==> src/rtl/clock_counter.sv <==
// ---------------------------------------------------------------------------
// clock_counter
//
// Time-of-day timebase. Divides the system clock down to a 1 Hz tick and
// keeps hours, minutes and seconds as plain binary counters for the
// seven-segment decoder downstream. A two-button set mode lets the user
// adjust hours and then minutes. Every output comes straight from a
// register, so the decoder never sees glitches.
//
// Parameters:
//   CLK_HZ    system clock frequency in Hz (>= 2); one tick every CLK_HZ cycles
//
// Ports:
//   clk       system clock, all state on the rising edge
//   rst       asynchronous active-high reset
//   mode_btn  one-cycle pulse, advances RUN -> SET_H -> SET_M -> RUN
//   inc_btn   one-cycle pulse, increments the field being set
//   h         hours   (0..23, or 1..12 in 12-hour builds)
//   m         minutes (0..59)
//   s         seconds (0..59)
//   tick_1hz  one-cycle pulse at each second boundary while running
//   set_mode  0 = RUN, 1 = SET_H, 2 = SET_M
//   pm        afternoon flag (always 0 in 24-hour builds)
//
// Build option:
//   CLOCK_12H_EN  when defined, hours run 12,1..11 and pm toggles on 11 -> 12
// ---------------------------------------------------------------------------
module clock_counter #(
    parameter int CLK_HZ = 50000000
) (
    input  logic       clk,
    input  logic       rst,
    input  logic       mode_btn,
    input  logic       inc_btn,
    output logic [4:0] h,
    output logic [5:0] m,
    output logic [5:0] s,
    output logic       tick_1hz,
    output logic [1:0] set_mode,
    output logic       pm
);

    localparam int            PW         = (CLK_HZ > 1) ? $clog2(CLK_HZ) : 1;
    localparam logic [PW-1:0] PRESC_LAST = PW'(CLK_HZ - 1);

    localparam logic [1:0] ST_RUN   = 2'd0;
    localparam logic [1:0] ST_SET_H = 2'd1;
    localparam logic [1:0] ST_SET_M = 2'd2;

`ifdef CLOCK_12H_EN
    localparam logic [4:0] H_RESET = 5'd12;
`else
    localparam logic [4:0] H_RESET = 5'd0;
`endif

    logic [1:0]    state_q, state_d;
    logic [PW-1:0] presc_q, presc_d;
    logic          tick_q,  tick_d;
    logic [4:0]    h_q,     h_d;
    logic [5:0]    m_q,     m_d;
    logic [5:0]    s_q,     s_d;
`ifdef CLOCK_12H_EN
    logic          pm_q,    pm_d;
`endif

    // Hour successor shared by the running carry and the SET_H button.
    function automatic logic [4:0] hour_inc(input logic [4:0] hr);
`ifdef CLOCK_12H_EN
        return (hr == 5'd12) ? 5'd1 : hr + 5'd1;
`else
        return (hr == 5'd23) ? 5'd0 : hr + 5'd1;
`endif
    endfunction

    function automatic logic [5:0] sixty_inc(input logic [5:0] v);
        return (v == 6'd59) ? 6'd0 : v + 6'd1;
    endfunction

    always_comb begin
        // NOTE: every next-state signal gets a hold default first, so no
        // path through the case below can leave one unassigned (no latches).
        state_d = state_q;
        presc_d = presc_q;
        tick_d  = 1'b0;
        h_d     = h_q;
        m_d     = m_q;
        s_d     = s_q;
`ifdef CLOCK_12H_EN
        pm_d    = pm_q;
`endif

        case (state_q)
            ST_RUN: begin
                if (mode_btn) begin
                    // Entering set mode freezes time immediately.
                    state_d = ST_SET_H;
                    presc_d = '0;
                end else if (presc_q == PRESC_LAST) begin
                    presc_d = '0;
                    tick_d  = 1'b1;
                    s_d     = sixty_inc(s_q);
                    // The whole seconds -> minutes -> hours carry chain
                    // resolves in this one edge, so 23:59:59 -> 00:00:00
                    // shows no intermediate values.
                    if (s_q == 6'd59) begin
                        m_d = sixty_inc(m_q);
                        if (m_q == 6'd59) begin
                            h_d = hour_inc(h_q);
`ifdef CLOCK_12H_EN
                            if (h_q == 5'd11) pm_d = ~pm_q;
`endif
                        end
                    end
                end else begin
                    presc_d = presc_q + 1'b1;
                end
            end

            ST_SET_H: begin
                presc_d = '0;
                if (mode_btn) begin
                    state_d = ST_SET_M;
                end else if (inc_btn) begin
                    h_d = hour_inc(h_q);
`ifdef CLOCK_12H_EN
                    if (h_q == 5'd11) pm_d = ~pm_q;
`endif
                end
            end

            ST_SET_M: begin
                presc_d = '0;
                if (mode_btn) begin
                    // Restart the minute cleanly: first tick comes a full
                    // CLK_HZ cycles after returning to RUN.
                    state_d = ST_RUN;
                    s_d     = '0;
                end else if (inc_btn) begin
                    m_d = sixty_inc(m_q);
                end
            end

            default: begin
                state_d = ST_RUN;
                presc_d = '0;
            end
        endcase
    end

    // NOTE: sequential state uses non-blocking assignments only, so every
    // register samples the pre-edge values computed above.
    always_ff @(posedge clk or posedge rst) begin
        if (rst) begin
            state_q <= ST_RUN;
            presc_q <= '0;
            tick_q  <= 1'b0;
            h_q     <= H_RESET;
            m_q     <= '0;
            s_q     <= '0;
`ifdef CLOCK_12H_EN
            pm_q    <= 1'b0;
`endif
        end else begin
            state_q <= state_d;
            presc_q <= presc_d;
            tick_q  <= tick_d;
            h_q     <= h_d;
            m_q     <= m_d;
            s_q     <= s_d;
`ifdef CLOCK_12H_EN
            pm_q    <= pm_d;
`endif
        end
    end

    assign h        = h_q;
    assign m        = m_q;
    assign s        = s_q;
    assign tick_1hz = tick_q;
    assign set_mode = state_q;
`ifdef CLOCK_12H_EN
    assign pm       = pm_q;
`else
    assign pm       = 1'b0;
`endif

endmodule
==> config.mk <==
export PLATFORM = sky130hd
export DESIGN_NAME = clock_counter
export DESIGN_NICKNAME = d
export VERILOG_FILES = /design/src/rtl/clock_counter.sv
export SDC_FILE = /design/constraint.sdc
export NUM_CORES = 1
export LEC_CHECK = 0
export CORE_MARGIN = 1.5
export CORE_UTILIZATION = 30
export CTS_CLUSTER_DIAMETER = 60
export CTS_CLUSTER_SIZE = 8
export DETAILED_ROUTE_END_ITERATION = 10
export PLACE_DENSITY_LB_ADDON = 0.05
export SLEW_MARGIN = 40
export SYNTH_ARGS = -nofsm -noshare
export SYNTH_HDL_FRONTEND = slang
export SYNTH_SLANG_ARGS = --single-unit
==> constraint.sdc <==
create_clock -name clk -period 3.25 [get_ports clk]
set_input_delay 0.8125 -clock clk [delete_from_list [all_inputs] [get_ports clk]]
set_output_delay 0.8125 -clock clk [all_outputs]
set_load 0.005 [all_outputs]
==> results of run 1 <==
cell families (layout without fill, tap and decap cells):
kind of cell | after synthesis | after routing | share of synthesized area [%]
other cells | 1 | 1 | 0.156
xor+xnor | 26 | 26 | 9.48
flops | 46 | 46 | 47.9
buf+inv | 12 | 37 | 2.08
compound gates | 24 | 24 | 7.40
mux | 7 | 7 | 3.44
fa+ha+maj | 4 | 4 | 2.08
simple gates | 128 | 128 | 27.4
worst min path at each step:
stage | slack (ps) | endpoint | depth (start not counted) | from
after floorplan | 450 | presc_q[0] | 1 | presc_q[0]
after global placement | 480 | presc_q[0] | 1 | presc_q[0]
after detailed placement | 490 | presc_q[0] | 1 | presc_q[0]
after CTS | 500 | presc_q[0] | 1 | presc_q[0]
after global routing | 510 | presc_q[0] | 1 | presc_q[0]
final | 490 | presc_q[0] | 1 | presc_q[0]
metal layers:
metal,vias to the layer above,part of all wire [%],wire [um]
met1,894,48,2520
li1,922,-,-
met4,0,0.84,44
met5,-,0,0
met2,38,48,2510
met3,4,3.7,193
registers in the layout, summed over array words and instances, names as in the netlist:
| name | cells |
|---|---|
| set_mode | 2 |
| m | 6 |
| tick_1hz | 1 |
| presc_q | 26 |
| h | 5 |
| s | 6 |
report_power, final:
group	switching [W]	internal (W)
combinational	0.000241	0.000309
sequential	0.000159	0.000668
clock	0.000189	0.000172
worst max-delay path, stage by stage (launching register included):
cell     delay, ps
dfrtp_1        390
ha_1           230
nand4_1        170
or4_4          580
o31a_1         370
or2_0          360
mux2_4         340
placed cells by master (no fill, tap or decap), types with 5 or more instances in the layout:
cell type         n
o31ai_1           6
nand4_1           8
nor2b_1           5
clkdlybuf4s50_1  23
nand2_1          21
xor2_1            8
o21ai_0           6
mux2_2            6
clkbuf_8          6
xnor2_1          18
nand3_1          17
nor4_1            5
nor3_1            9
dfrtp_1          46
nor2_1           35
layout make-up:
class	instances	area, um^2
Clock buffer	7	86.3
Clock inverter	1	5.00
Fill cell	790	4880
Inverter	4	15.0
Multi-Input combinational cell	190	1200
Sequential cell	46	1150
Tap cell	102	128
Timing Repair Buffer	25	258
through the flow:
| step | hold slack [ps] | cell area [um^2] | util, % | total power, W | worst slack, ps |
|---|---|---|---|---|---|
| CTS | 500 | 2840 | 36.8 | 0.00177 | 684 |
| global placement | 480 | 2750 | 35.6 | 0.00141 | 483 |
| floorplan | 455 | 2400 | - | 0.00111 | 918 |
| global route | 510 | 2840 | 36.8 | 0.00186 | 526 |
| finish | 488 | 2840 | 36.8 | 0.00174 | 699 |
| detailed placement | 487 | 2750 | 35.6 | 0.00140 | 392 |
==> impl_metrics.py, run 1 <==
metrics = {
    "sta": {
        "worst_pin_slew_ps": 519,
        "fin_crit_sh_pct": 78.5,
        "max_freq_mhz": 392,
        "tns_ps": 0,
        "hold_violations": 0,
        "period_needed_ps": 2550,
        "rsz0062_at_grt": "no",
        "final_max_slew_viol_count": 0,
        "relSlewSlack_pct": 65.4,
        "fin_worst_skew_ps": 6.91,
        "finalSetupViolCount": 0,
    },
    "die": {
        "die_w_um": 92.5,
        "die-area_um2": 8550,
        "initial_core_util_pct": 31.1,
        "row_count": 32,
        "die_y_um": 92.5,
        "coreArea_um2": 7730,
        "ioPinCount": 25,
    },
    "global_routing": {
        "grt_antenna_before_repair": 0,
        "grt_remaining_overflow": 0,
        "use_met1_pct": 18.9,
        "grt_max_degree": 26,
        "grt.busiest_layer": "met2",
        "grt_pass1_wl_um": 9120,
        "grt.met2_usage_pct": 21.3,
        "grt_pass1_vias": 1843,
        "grt.total_usage_pct": 13.5,
        "grtUsageMet3_pct": 2.46,
    },
    "pwr": {
        "vdd_drop_max_mv": 0.297,
        "cellPowerDensity_nw_per_um2": 611,
        "power.leakage_nw": 1.08,
    },
    "logic_synthesis": {
        "ys_async_sr_fraction_pct": 100,
        "synthTopCellsByCount": "dfrtp_1 (46), nor2_1 (35), nand2_1 (21)",
        "avgSynthCellArea_um2": 9.68,
        "syn_nets": 256,
        "synth.area.top_cells": "dfrtp_1 (48%), xnor2_1 (6.6%), nor2_1 (5.5%)",
        "ys.flop_type": "dfrtp_1",
        "synth.largest_area_cell": "dfrtp_1",
        "synth_top_area_share_pct": 47.9,
        "synth.most_common_cell": "dfrtp_1",
        "netlist_area_um2": 2400,
        "ys_warn_count": 0,
        "synth_edf_count": 0,
        "yosysUniqueCellTypes": 43,
        "ys_seq_area_share_pct": 47.9,
        "synthCells": 248,
        "synth-seq-cells": 46,
    },
    "critical_path": {
        "cp.required_ps": 3430,
        "crit_path_start": "presc_q[0]",
        "r2r_cells": 6,
        "critPathArrivalTime_ps": 2730,
        "crit_path_max_fanout": 6,
        "rr_endpoint": "m[1]",
        "crit-reg2reg-launch": "presc_q[0]",
        "crit_type": "reg2reg",
        "worstSetupEndpoint": "m[1]",
        "cp-start-kind": "register",
        "endpoint_kind": "register",
        "rrSetupSlack_ps": 700,
    },
    "final_layout": {
        "drive_gt1_share_pct": 8.42,
        "diodes": 0,
        "nNetsFinal": 280,
        "areaGrowthSynthToFinish_pct": 18.4,
        "instances_no_fill": 375,
    },
    "routing": {
        "num_vias": 1858,
        "drc_errors": 0,
        "wl_per_cell_um": 14.0,
        "routed_wl_um": 5260,
        "ant_nets": 0,
        "via_per_inst": 4.95,
        "first_iter_violations": 43,
        "drtPass1Iterations": 4,
    },
    "clock_network": {
        "clockBufferDepth": 2,
        "cts_root_buf": "clkbuf_8",
        "post_cts_buffers": 0,
        "clk_latency_ps": 290,
        "numCtsBuffers": 5,
        "clk_pin_slew_ps": 80,
        "cts.sinks": 46,
        "htree_levels": 2,
        "postCtsHoldBufs": 0,
        "ctsResizeCount": 0,
        "cts_tree": "yes",
    },
    "worst_hold_path": {
        "holdCritPathClass": "reg2reg",
    },
    "placement": {
        "io_buffers": 23,
        "dp.cells": 367,
        "gp_congestion": 0.723,
        "dpl.hpwl_um": 3740,
    },
    "run_status": {
        "status": "completed",
    },
    "flow_run": {
        "timing.max_cap.violations": 0,
    },
}
Power figures use the tool's default switching activity.
==> run 2: changes to the inputs <==
- clock period: 3.25 -> 2.2 ns (I/O delays scaled with it)
==> run 2 against run 1 <==
Net effect:
- the run now ends with setup timing left
- hold slack improved by 52 ps
- largest power group is now combinational cells
- final area increased by 19%
- utilization increased by 6.9 points
- highest routed layer unchanged
- wire length increased by 12%
- combinational power increased by 130%
- clock-buffer cell count unchanged
- power increased by 67%
- register-to-register slack got worse by 740 ps
==> impl_metrics.py, run 2 (same netlist as run 1, synthesis figures left out) <==
metrics = {
    "sta": {
        "relSlewSlack_pct": 65.0,
        "period_needed_ps": 2240,
        "fin_crit_sh_pct": 102,
        "hold_ws_ps": 540,
        "rsz0062_at_grt": "yes",
        "max_freq_mhz": 446,
        "final_max_slew_viol_count": 0,
        "worst_pin_slew_ps": 521,
        "tns_ps": -184,
        "finalSetupViolCount": 8,
        "fin_ws_ps": -42.3,
        "hold_violations": 0,
        "fin_worst_skew_ps": 8.76,
    },
    "run_status": {
        "violations": "setup timing",
        "status": "finished with violations",
    },
    "clock_network": {
        "cts_root_buf": "clkbuf_8",
        "numCtsBuffers": 5,
        "postCtsHoldBufs": 0,
        "clk_pin_slew_ps": 80,
        "clockBufferDepth": 2,
        "clk_latency_ps": 300,
        "cts_tree": "yes",
        "cts.sinks": 46,
        "htree_levels": 2,
    },
    "routing": {
        "drtPass1Iterations": 4,
        "drc_errors": 0,
        "routed_wl_um": 5870,
        "ant_nets": 0,
        "first_iter_violations": 83,
        "via_per_inst": 4.76,
        "num_vias": 2044,
        "wl_per_cell_um": 13.7,
    },
    "die": {
        "coreArea_um2": 7730,
        "row_count": 32,
        "ioPinCount": 25,
        "die_w_um": 92.5,
        "die_y_um": 92.5,
        "initial_core_util_pct": 31.1,
        "die-area_um2": 8550,
    },
    "critical_path": {
        "crit_type": "reg2reg",
        "crit_path_max_fanout": 4,
        "cp.required_ps": 2380,
        "endpoint_kind": "register",
        "rrSetupSlack_ps": -40,
        "critPathArrivalTime_ps": 2420,
        "r2r_cells": 6,
        "cpMaxStageDelayCell": "or4_4",
        "worstPathCellList": "ha_2, nand4_1, or4_4, o31a_1, nor3b_1, mux2_2",
        "cp-start-kind": "register",
        "cp_slowest_stage_delay_ps": 560,
        "crit-reg2reg-launch": "presc_q[1]",
        "rr_endpoint": "m[2]",
    },
    "final_layout": {
        "largest_reg_flops": 26,
        "final_common_cell": "buf_4",
        "diodes": 0,
        "layout_common_cells": "buf_4 (48), dfrtp_1 (46), nor2_1 (35)",
        "top_register": "presc_q",
        "areaGrowthSynthToFinish_pct": 40.6,
        "drive_gt1_share_pct": 28.1,
        "nNetsFinal": 334,
    },
    "pwr": {
        "cellPowerDensity_nw_per_um2": 859,
        "vdd_drop_max_mv": 0.517,
        "power.leakage_nw": 1.40,
    },
    "placement": {
        "io_buffers": 23,
        "gp_congestion": 0.804,
        "dpl.hpwl_um": 4190,
    },
    "global_routing": {
        "grt_pass1_vias": 2087,
        "grt_max_degree": 30,
        "grt.total_usage_pct": 14.6,
        "grt_antenna_before_repair": 0,
        "grt_pass1_wl_um": 9990,
        "grt_remaining_overflow": 0,
    },
    "flow_run": {
        "timing.max_cap.violations": 0,
    },
    "worst_hold_path": {
        "min_path_cells": 2,
        "holdCritPathClass": "reg2reg",
        "hold_path_startpoint": "presc_q[0]",
        "whs_endpoint": "presc_q[0]",
    },
}
## run 2: cell types whose count changed in the layout (fill, tap and decap cells not counted), moves of 2 or more
cell | before | now
buf_4 | 1 | 48
buf_6 | 0 | 6
o21ai_0 | 6 | 1
o21ai_2 | 0 | 4
o31ai_1 | 6 | 0
o31ai_2 | 0 | 4
o31ai_4 | 0 | 2
or2_4 | 0 | 2
## run 2: metal layers
metal / routed length, um / vias up / share of wire, % / GRT usage (%)
li1: - / 1027 / - / -
met4: 76 / 0 / 1.3 / 4.62
met3: 144 / 7 / 2.5 / 2.63
met2: 2900 / 22 / 49 / 24.8
met1: 2750 / 988 / 47 / 18.9
met5: 0 / - / 0 / 0
## run 2: per-stage QoR
stage | total power (W) | std cells | cell area (um^2) | utilization [%] | worst slack (ps)
6_report | 0.00290 | 429 | 3380 | 43.7 | -42.3
5_1_grt | 0.00312 | 429 | 3380 | 43.7 | -198
4_1_cts | 0.00288 | 429 | 3290 | 42.5 | -55.2
3_5_place_dp | 0.00230 | 414 | 3120 | 40.4 | -189
3_3_place_gp | 0.00230 | 414 | 3120 | 40.4 | -126
2_1_floorplan | 0.00164 | 248 | 2400 | - | -62.7
## run 2: what timing repair did
action                     4_1_cts  5_1_grt
resized for setup                6       24
gates cloned                     0        0
setup endpoints to repair       12       17
buffers inserted                 7        0
pin swaps                        0        9
## run 2: cell type report
class	count	area, um^2
Fill cell	793	4350
Sequential cell	46	1150
Clock inverter	1	5.00
Clock buffer	7	86.3
Tap cell	102	128
Timing Repair Buffer	79	698
Multi-Input combinational cell	190	1290
Inverter	4	15.0
## run 2: worst max-delay path by stage
stage / from / end / depth (start not counted)
final: presc_q[1] / m[2] / 6
after global routing: presc_q[0] / m[2] / 6
after CTS: presc_q[0] / m[5] / 7
after detailed placement: mode_btn / s[3] / 5
after global placement: mode_btn / s[3] / 5
after floorplan: presc_q[0] / m[1] / 7
## run 2: worst max-delay path: cells and delay by family (launching register included)
| kind | cells | cell delay, ps |
|---|---|---|
| simple gates | 3 | 930 |
| flops | 1 | 350 |
| compound gates | 1 | 300 |
| mux | 1 | 360 |
| fa+ha+maj | 1 | 190 |
## run 2: where the power goes
part           leakage, nW  switching [W]  total (W)  internal (W)
combinational        0.749       0.000578    0.00126      0.000682
clock               0.0482       0.000282   0.000536      0.000254
sequential           0.606       0.000116    0.00110      0.000987
total                 1.40       0.000976    0.00290       0.00192
